[config.mk]
export PLATFORM = sky130hd
export DESIGN_NAME = num_conv_ctrl
export DESIGN_NICKNAME = d
export VERILOG_FILES = /design/src/rtl/num_conv_ctrl.sv
export SDC_FILE = /design/constraint.sdc
export NUM_CORES = 1
export LEC_CHECK = 0
export BUFFER_PORTS_ARGS = -buffer_cell sky130_fd_sc_hd__buf_2
export CORE_AREA = 5 5 113 62
export DETAILED_ROUTE_END_ITERATION = 8
export DIE_AREA = 0 0 118 67
export PLACE_DENSITY_LB_ADDON = 0.1
export SLEW_MARGIN = 10
export SYNTH_ARGS = -nofsm -noshare
export SYNTH_HDL_FRONTEND = slang
export SYNTH_SLANG_ARGS = --single-unit
[constraint.sdc]
create_clock -name clk -period 4.25 [get_ports clk]
set_clock_uncertainty 0.1 [all_clocks]
set_input_delay 0.2125 -clock clk [delete_from_list [all_inputs] [get_ports clk]]
set_output_delay 0.2125 -clock clk [all_outputs]
set_load 0.01 [all_outputs]
[src/rtl/num_conv_ctrl.sv]
// rtl/num_conv_ctrl.sv - button-driven binary-to-BCD display sequencer
// Iterative double-dabble, one shift per clk, with atomic latch of hex/BCD/overflow.
module num_conv_ctrl #(
  parameter int WIDTH    = 8,
  parameter int DIGITS   = 3,
  parameter int MAX_DISP = 99
) (
  input  logic                  clk,
  input  logic                  rst,
  input  logic                  key_trans_n,
  input  logic                  key_clr_n,
  input  logic [WIDTH-1:0]      switches,
  output logic                  busy,
  output logic                  done,
  output logic [WIDTH-1:0]      hex_out,
  output logic [4*DIGITS-1:0]   bcd_out,
  output logic                  ovf
);
  localparam int CW = (WIDTH > 1) ? $clog2(WIDTH) : 1;
  localparam int AW = 4 * DIGITS;

  typedef enum logic [1:0] {IDLE, SHIFT, DONE} state_t;

  logic          trans_s1_q, trans_s2_q, trans_evt_q;
  logic          clr_s1_q, clr_s2_q, clr_evt_q;
  state_t        state_q, state_d;
  logic [CW-1:0] cnt_q, cnt_d;
  logic [WIDTH-1:0] sh_q, sh_d, cap_q, cap_d, hex_q, hex_d;
  logic [AW-1:0] acc_q, acc_d, acc_adj, bcd_q, bcd_d;
  logic          done_q, done_d, ovf_q, ovf_d;

  // Events are one-cycle pulses on the synchronised falling edge of each button.
  always_ff @(posedge clk or posedge rst) begin
    if (rst) begin
      trans_s1_q  <= 1'b1;
      trans_s2_q  <= 1'b1;
      trans_evt_q <= 1'b0;
      clr_s1_q    <= 1'b1;
      clr_s2_q    <= 1'b1;
      clr_evt_q   <= 1'b0;
    end else begin
      trans_s1_q  <= key_trans_n;
      trans_s2_q  <= trans_s1_q;
      trans_evt_q <= ~trans_s1_q & trans_s2_q;
      clr_s1_q    <= key_clr_n;
      clr_s2_q    <= clr_s1_q;
      clr_evt_q   <= ~clr_s1_q & clr_s2_q;
    end
  end

  always_comb begin
    acc_adj = acc_q;
    for (int i = 0; i < DIGITS; i++) begin
      if (acc_q[4*i +: 4] >= 4'd5) acc_adj[4*i +: 4] = acc_q[4*i +: 4] + 4'd3;
    end
  end

  always_comb begin
    state_d = state_q;
    cnt_d   = cnt_q;
    sh_d    = sh_q;
    acc_d   = acc_q;
    cap_d   = cap_q;
    hex_d   = hex_q;
    bcd_d   = bcd_q;
    ovf_d   = ovf_q;
    done_d  = 1'b0;
    case (state_q)
      IDLE: begin
        if (trans_evt_q) begin
          cap_d   = switches;
          sh_d    = switches;
          acc_d   = '0;
          cnt_d   = '0;
          state_d = SHIFT;
        end
      end
      SHIFT: begin
        {acc_d, sh_d} = {acc_adj[AW-2:0], sh_q, 1'b0};
        cnt_d = cnt_q + CW'(1);
        if (cnt_q == CW'(WIDTH - 1)) state_d = DONE;
      end
      DONE: begin
        hex_d   = cap_q;
        bcd_d   = acc_q;
        ovf_d   = 32'(cap_q) > 32'(MAX_DISP);
        done_d  = 1'b1;
        state_d = IDLE;
      end
      default: state_d = IDLE;
    endcase
    // Clear outranks everything, including a translate arriving in the same cycle.
    if (clr_evt_q) begin
      state_d = IDLE;
      done_d  = 1'b0;
      hex_d   = '0;
      bcd_d   = '0;
      ovf_d   = 1'b0;
    end
  end

  always_ff @(posedge clk or posedge rst) begin
    if (rst) begin
      state_q <= IDLE;
      cnt_q   <= '0;
      sh_q    <= '0;
      acc_q   <= '0;
      cap_q   <= '0;
      hex_q   <= '0;
      bcd_q   <= '0;
      ovf_q   <= 1'b0;
      done_q  <= 1'b0;
    end else begin
      state_q <= state_d;
      cnt_q   <= cnt_d;
      sh_q    <= sh_d;
      acc_q   <= acc_d;
      cap_q   <= cap_d;
      hex_q   <= hex_d;
      bcd_q   <= bcd_d;
      ovf_q   <= ovf_d;
      done_q  <= done_d;
    end
  end

  assign busy    = (state_q != IDLE);
  assign done    = done_q;
  assign hex_out = hex_q;
  assign bcd_out = bcd_q;
  assign ovf     = ovf_q;
endmodule
==> results of run 1 <==
==> cells in the mapped netlist <==
master     count
dfrtp_1       57
nand2_1       33
a22o_1        21
mux2_1        10
ha_1           8
a22oi_1        7
buf_2          7
inv_1          7
o21ai_1        6
a21oi_1        5
o22ai_1        5
buf_6          4
dfstp_2        4
nand2b_1       4
nor3_1         4
nand3_1        3
o21ai_0        3
xnor2_1        3
nor2b_1        2
nor3b_2        2
o32ai_1        2
xor2_1         2
and2b_1        1
buf_4          1
inv_2          1
mux2i_1        1
nor2_1         1
nor2_4         1
nor3b_1        1
o2bb2ai_1      1
o311a_1        1
o31ai_2        1
or2_2          1
==> area by class of cell <==
cell class,count,area share (%)
Tap cell,77,3.11
Inverter,8,0.969
Clock inverter,3,1.41
Multi-Input combinational cell,129,29.6
Sequential cell,61,49.4
Clock buffer,13,8.40
Timing Repair Buffer,40,7.11
==> kinds of logic after synthesis <==
| logic type | count (synthesis) |
|---|---|
| flip-flops | 61 |
| AND/OR/NAND/NOR | 53 |
| AO/OA/AOI/OAI | 52 |
| buffers and inverters | 20 |
| multiplexers | 11 |
| adder cells (fa/ha/maj) | 8 |
| XOR/XNOR | 5 |
==> metrics by stage <==
step / hold slack (ns) / utilization, % / worst slack [ns]
2_1_floorplan: 0.117 / - / 2.43
3_3_place_gp: 0.218 / 47.4 / 2.06
3_5_place_dp: 0.220 / 47.4 / 1.98
4_1_cts: 0.0151 / 52.9 / 1.98
5_1_grt: 0.0248 / 52.9 / 1.87
6_report: -0.00805 / 52.9 / 1.99
==> repair_timing <==
item | 4_1_cts | 5_1_grt
setup endpoints to repair | 0 | 0
hold buffers | 2 | 0
hold endpoints to repair | 2 | 0
==> per-layer routing <==
layer | global-route usage (%) | share of wire [%] | up-vias
met5 | 0 | 0 | -
met4 | 5.58 | 1.6 | 0
met3 | 7.38 | 8.2 | 11
met2 | 18.8 | 38 | 49
met1 | 20.6 | 53 | 812
li1 | - | - | 828
==> registers in the layout, indices dropped and copies added, names as in the netlist, 2 cells and up <==
signal and flops:
bcd_out 12, cnt_q 3, cap_q 8, sh_q 8
state_q 2, hex_out 8, acc_q 12
==> final timing paths <==
path	from	end	slack, ns	depth (start not counted)
max	state_q[1]	cap_q[3]	1.99	3
min	rst	hex_out[6]	-0.008	3
max reg2reg	state_q[1]	cap_q[3]	1.99	3
min reg2reg	trans_s1_q	trans_s2_q	0.27	0
max in group asynchronous	rst	acc_q[1]	3.55	3
min in group clk	switches[5]	cap_q[5]	0.03	2
==> worst register-to-register path: cells and delay by family, from the launching register on <==
kind / cells / cell delay (ns)
buf+inv: 1 / 0.31
flops: 1 / 0.45
mux: 1 / 0.33
simple gates: 1 / 0.95
==> power breakdown <==
group | internal (mW) | switching (mW)
Sequential | 0.690 | 0.0901
Combinational | 0.135 | 0.178
Clock | 0.485 | 0.243
==> flow_summary.ini, run 1 <==
[detailed_routing]
ant_nets = 0
drt_iter0_markers = 93
routed_wl_um = 5070
drcViolationCount = 0
num_vias = 1700
post_drt_wl_per_cell_um = 15.3
via_per_inst = 5.14
first_pass_iters = 5

[flow_run]
max_cap_violations = 0

[yosys]
syn_area_per_cell_um2 = 12.2
synth_compound_area_share_pct = 15.1
synth.cell_area_um2 = 2560
synth_fa_ha_area_share_pct = 3.91
synthMuxAreaShare_pct = 4.79
synth_simple_gate_area_share_pct = 10.1
yosysUniqueCellTypes = 33
synth_top_area_share_pct = 55.7
synth_top_family_by_area = compound AO/OA/AOI/OAI gates
yosysWarnings = 0
ys_top_cells_by_area = dfrtp_1 56%, a22o_1 7.2%, nand2_1 4.8%
syn_inst = 210
synth_seq_cells = 61
synth_top_area_cell = dfrtp_1
yosysSeqAreaShare_pct = 59.8
syn-num-nets = 230
synthXorXnorAreaFrac_pct = 1.71

[sta]
finalSetupViolCount = 0
finalHoldViolCount = 12
slew_violations = 0
rsz0062_at_grt = false
whs_ns = -0.00805
period_minus_slack_ns = 2.26
fin_setup_tns_ns = 0
fin_crit_sh_pct = 53.1
worstMarginPinSlew_ns = 1.13
fmax_mhz = 443
maxSlewHeadroom_pct = 24.7

[clock_tree]
cts_sinks = 61
clkLatencyLatePin_ns = 0.33
cts.clk_slew.worst_paths_ns = 0.05
cts_resized = 0
htreeDepth = 3
clockBufferDepth = 2
root_buffer = clkbuf_16
cts_tree = yes
cts_setup_buffers = 0
cts_buffers = 9

[worst_setup_path]
crit_arrival_ns = 2.36
start_kind = flop
crit_path_max_fanout = 23
worstPathCellList = nor3b_4 > buf_4 > mux2_1
worstPathRequired_ns = 4.36
critPathKind = flop to flop
critPathCaptureType = flop
path_buf_inv = 1
slowest_stage = nor3b_4
critical_path.max_stage_delay_ns = 0.95
crit_family = simple AND/OR/NAND/NOR gates

[power]
p_leak_nw = 1.54
power_density_nw_per_um2 = 588
power_mw = 1.82
ir_worst_vdd_mv = 0.355

[die]
die_h_um = 67
dieArea_um2 = 7910
start_util_pct = 43.7
die_width_um = 118
rows = 20
ioPinCount = 35
coreArea_um2 = 5860

[placement]
gp_congestion = 0.743
post_dp_cell_area_um2 = 2780
placed_cells = 313
dpl.hpwl_um = 3220
port_buffers = 34

[grt]
antenna_found_initial = 0
grtUsageTotal_pct = 14.6
grt_max_degree = 62
grt_pass1_wl_um = 8720
gr-total-overflow = 0
grt_pass1_vias = 1621

[finish]
drive_gt1_share_pct = 24.8
multi_input_area_um2 = 917
fin_cells = 331
syn_to_final_growth_pct = 21.1
n_antenna_cell = 0
final_cell_mix = 57 x dfrtp_1, 34 x buf_2, 33 x nand2_1, 21 x a22o_1, 10 x mux2_1
stdcell_area_um2 = 3100
regArea_um2 = 1530
final_common_cell = dfrtp_1
nFillCells = 519
final_nets = 269

[status]
violations = negative hold slack
outcome = complete, but fails checks

[hold_path]
holdCritPathClass = input pin to asynchronous set/reset pin
(Power assumes the default switching activity.)
==> run 2, diff against run 1 <==
- clock period: 4.25 -> 2 ns (I/O delays scaled with it)
==> run 2 against run 1 <==
The run now ends clean. Sequential power up 110%. Total power up 110%. Sequential share of layout area down 2.1 points. Critical endpoint is now acc_q[2]. Flip-flop and latch count unchanged. Largest power group unchanged. Critical path type unchanged. Largest cell class unchanged. Via count up 3.5%. Critical path depth up 3. Non-clock buffer count up 17. Highest routed layer unchanged. Count of clock-buffer cells in the layout down 1. Core utilization up 2.4 points. Register-to-register slack worse by 1.8 ns.
==> flow_summary.ini, run 2 (synthesis gave the netlist of run 1 again) <==
[worst_setup_path]
crit_arrival_ns = 1.97
start_kind = flop
worstPathCellList = inv_1 > ha_1 > nand2b_1 > a21oi_1 > mux2_1 > o22ai_1
critPathKind = flop to flop
crit_path_max_fanout = 4
slowest_stage = dfrtp_1
critical_path.max_stage_delay_ns = 0.41
worstPathRequired_ns = 2.14
critPathCaptureType = flop

[power]
internal_power_mw = 2.69
p_leak_nw = 1.61
p_switching_mw = 1.09
swShare_pct = 28.9
combinationalPowerShare_pct = 19.3
ir_worst_vdd_mv = 0.738
pwr-share-seq_pct = 43.6
power_density_nw_per_um2 = 1170
pwr-share-clk_pct = 37.1

[die]
coreArea_um2 = 5860
die_h_um = 67
rows = 20
start_util_pct = 43.7
die_width_um = 118
ioPinCount = 35
dieArea_um2 = 7910

[detailed_routing]
routed_wl_um = 5260
ant_nets = 0
first_pass_iters = 4
drcViolationCount = 0
drt_iter0_markers = 76
num_vias = 1759
via_per_inst = 5.05
post_drt_wl_per_cell_um = 15.1

[status]
outcome = completed

[clock_tree]
cts.clk_slew.worst_paths_ns = 0.05
clkLatencyLatePin_ns = 0.32
htreeDepth = 3
clockBufferDepth = 2
root_buffer = clkbuf_16
cts_resized = 0
cts_tree = yes
cts_sinks = 61
cts_buffers = 9

[sta]
finalSetupViolCount = 0
fin_crit_sh_pct = 91.6
fin_setup_tns_ns = 0
worstMarginPinSlew_ns = 0.457
slew_violations = 0
rsz0062_at_grt = false
maxSlewHeadroom_pct = 69.5
period_minus_slack_ns = 1.83
finalHoldViolCount = 0
fmax_mhz = 546

[finish]
final_cell_mix = 57 x dfrtp_1, 34 x buf_2, 33 x nand2_1, 21 x a22o_1
syn_to_final_growth_pct = 26.4
n_antenna_cell = 0
final_common_cell = dfrtp_1
final_nets = 286
drive_gt1_share_pct = 26.6
nFillCells = 517
fin_cells = 348

[placement]
port_buffers = 34
dpl.hpwl_um = 3530
placed_cells = 321
gp_congestion = 0.758

[hold_path]
holdCritPathClass = input pin to asynchronous set/reset pin

[grt]
grtUsageTotal_pct = 15.4
grt_pass1_vias = 1816
antenna_found_initial = 0
gr-total-overflow = 0
grt_pass1_wl_um = 9340
grt_max_degree = 23

[flow_run]
max_cap_violations = 0
run 2: timing repair:
action / CTS / global route
hold endpoints to repair: 35 / 0
hold buffers: 11 / 0
buffers inserted: 0 / 0
run 2: final cells by class:
cell class | instances | area [um2] | area share, %
Clock inverter | 4 | 22.5 | 0.696
Inverter | 8 | 30.0 | 0.928
Multi-Input combinational cell | 129 | 917 | 28.3
Timing Repair Buffer | 57 | 383 | 11.8
Tap cell | 77 | 96.3 | 2.98
Clock buffer | 12 | 256 | 7.92
Sequential cell | 61 | 1530 | 47.3
run 2: worst paths after layout:
kind	start	end	slack, ns	cells after the start
hold reg to reg	clr_s1_q	clr_s2_q	0.27	0
min in group clk	clr_s1_q	clr_s2_q	0.27	0
hold / removal	rst	hex_out[5]	0.24	3
setup reg to reg	acc_q[0]	acc_q[2]	0.17	6
max in group asynchronous	rst	trans_s2_q	0.93	4
setup / recovery	acc_q[0]	acc_q[2]	0.17	6
run 2: critical path, delay by kind of cell (launching register included):
| kind | cells | cell delay, ns |
|---|---|---|
| fa+ha+maj | 1 | 0.22 |
| simple gates | 1 | 0.07 |
| buf+inv | 1 | 0.14 |
| compound gates | 2 | 0.44 |
| mux | 1 | 0.36 |
| flops | 1 | 0.41 |
run 2: per-stage QoR:
stage / hold WS, ns / util, % / power [mW] / cell area [um2] / worst slack (ns)
6_report: 0.237 / 55.3 / 3.79 / 3240 / 0.168
3_3_place_gp: 0.0294 / 48.6 / 2.36 / 2850 / 0.303
3_5_place_dp: 0.0431 / 48.6 / 2.38 / 2850 / 0.214
2_1_floorplan: 0.00448 / - / 2.18 / 2560 / 0.294
5_1_grt: 0.272 / 55.3 / 4.06 / 3240 / 0.0145
4_1_cts: 0.246 / 55.3 / 3.84 / 3240 / 0.167
run 2: power groups by stage:
| stage | clock (mW) | sequential (mW) | combinational (mW) |
|---|---|---|---|
| 6_report | 1.40 | 1.65 | 0.730 |
| 5_1_grt | 1.51 | 1.69 | 0.858 |
| 3_3_place_gp | 0 | 1.66 | 0.700 |
| 4_1_cts | 1.46 | 1.65 | 0.736 |
| 3_5_place_dp | 0 | 1.67 | 0.709 |
| 2_1_floorplan | 0 | 1.62 | 0.566 |
run 2: routing by layer:
layer | GRT usage [%] | part of all wire (%) | up-vias
met5 | 0 | 0 | -
met4 | 6.44 | 0.65 | 0
met3 | 5.68 | 5.5 | 3
met2 | 22.0 | 42 | 35
met1 | 21.0 | 52 | 861
li1 | - | - | 860
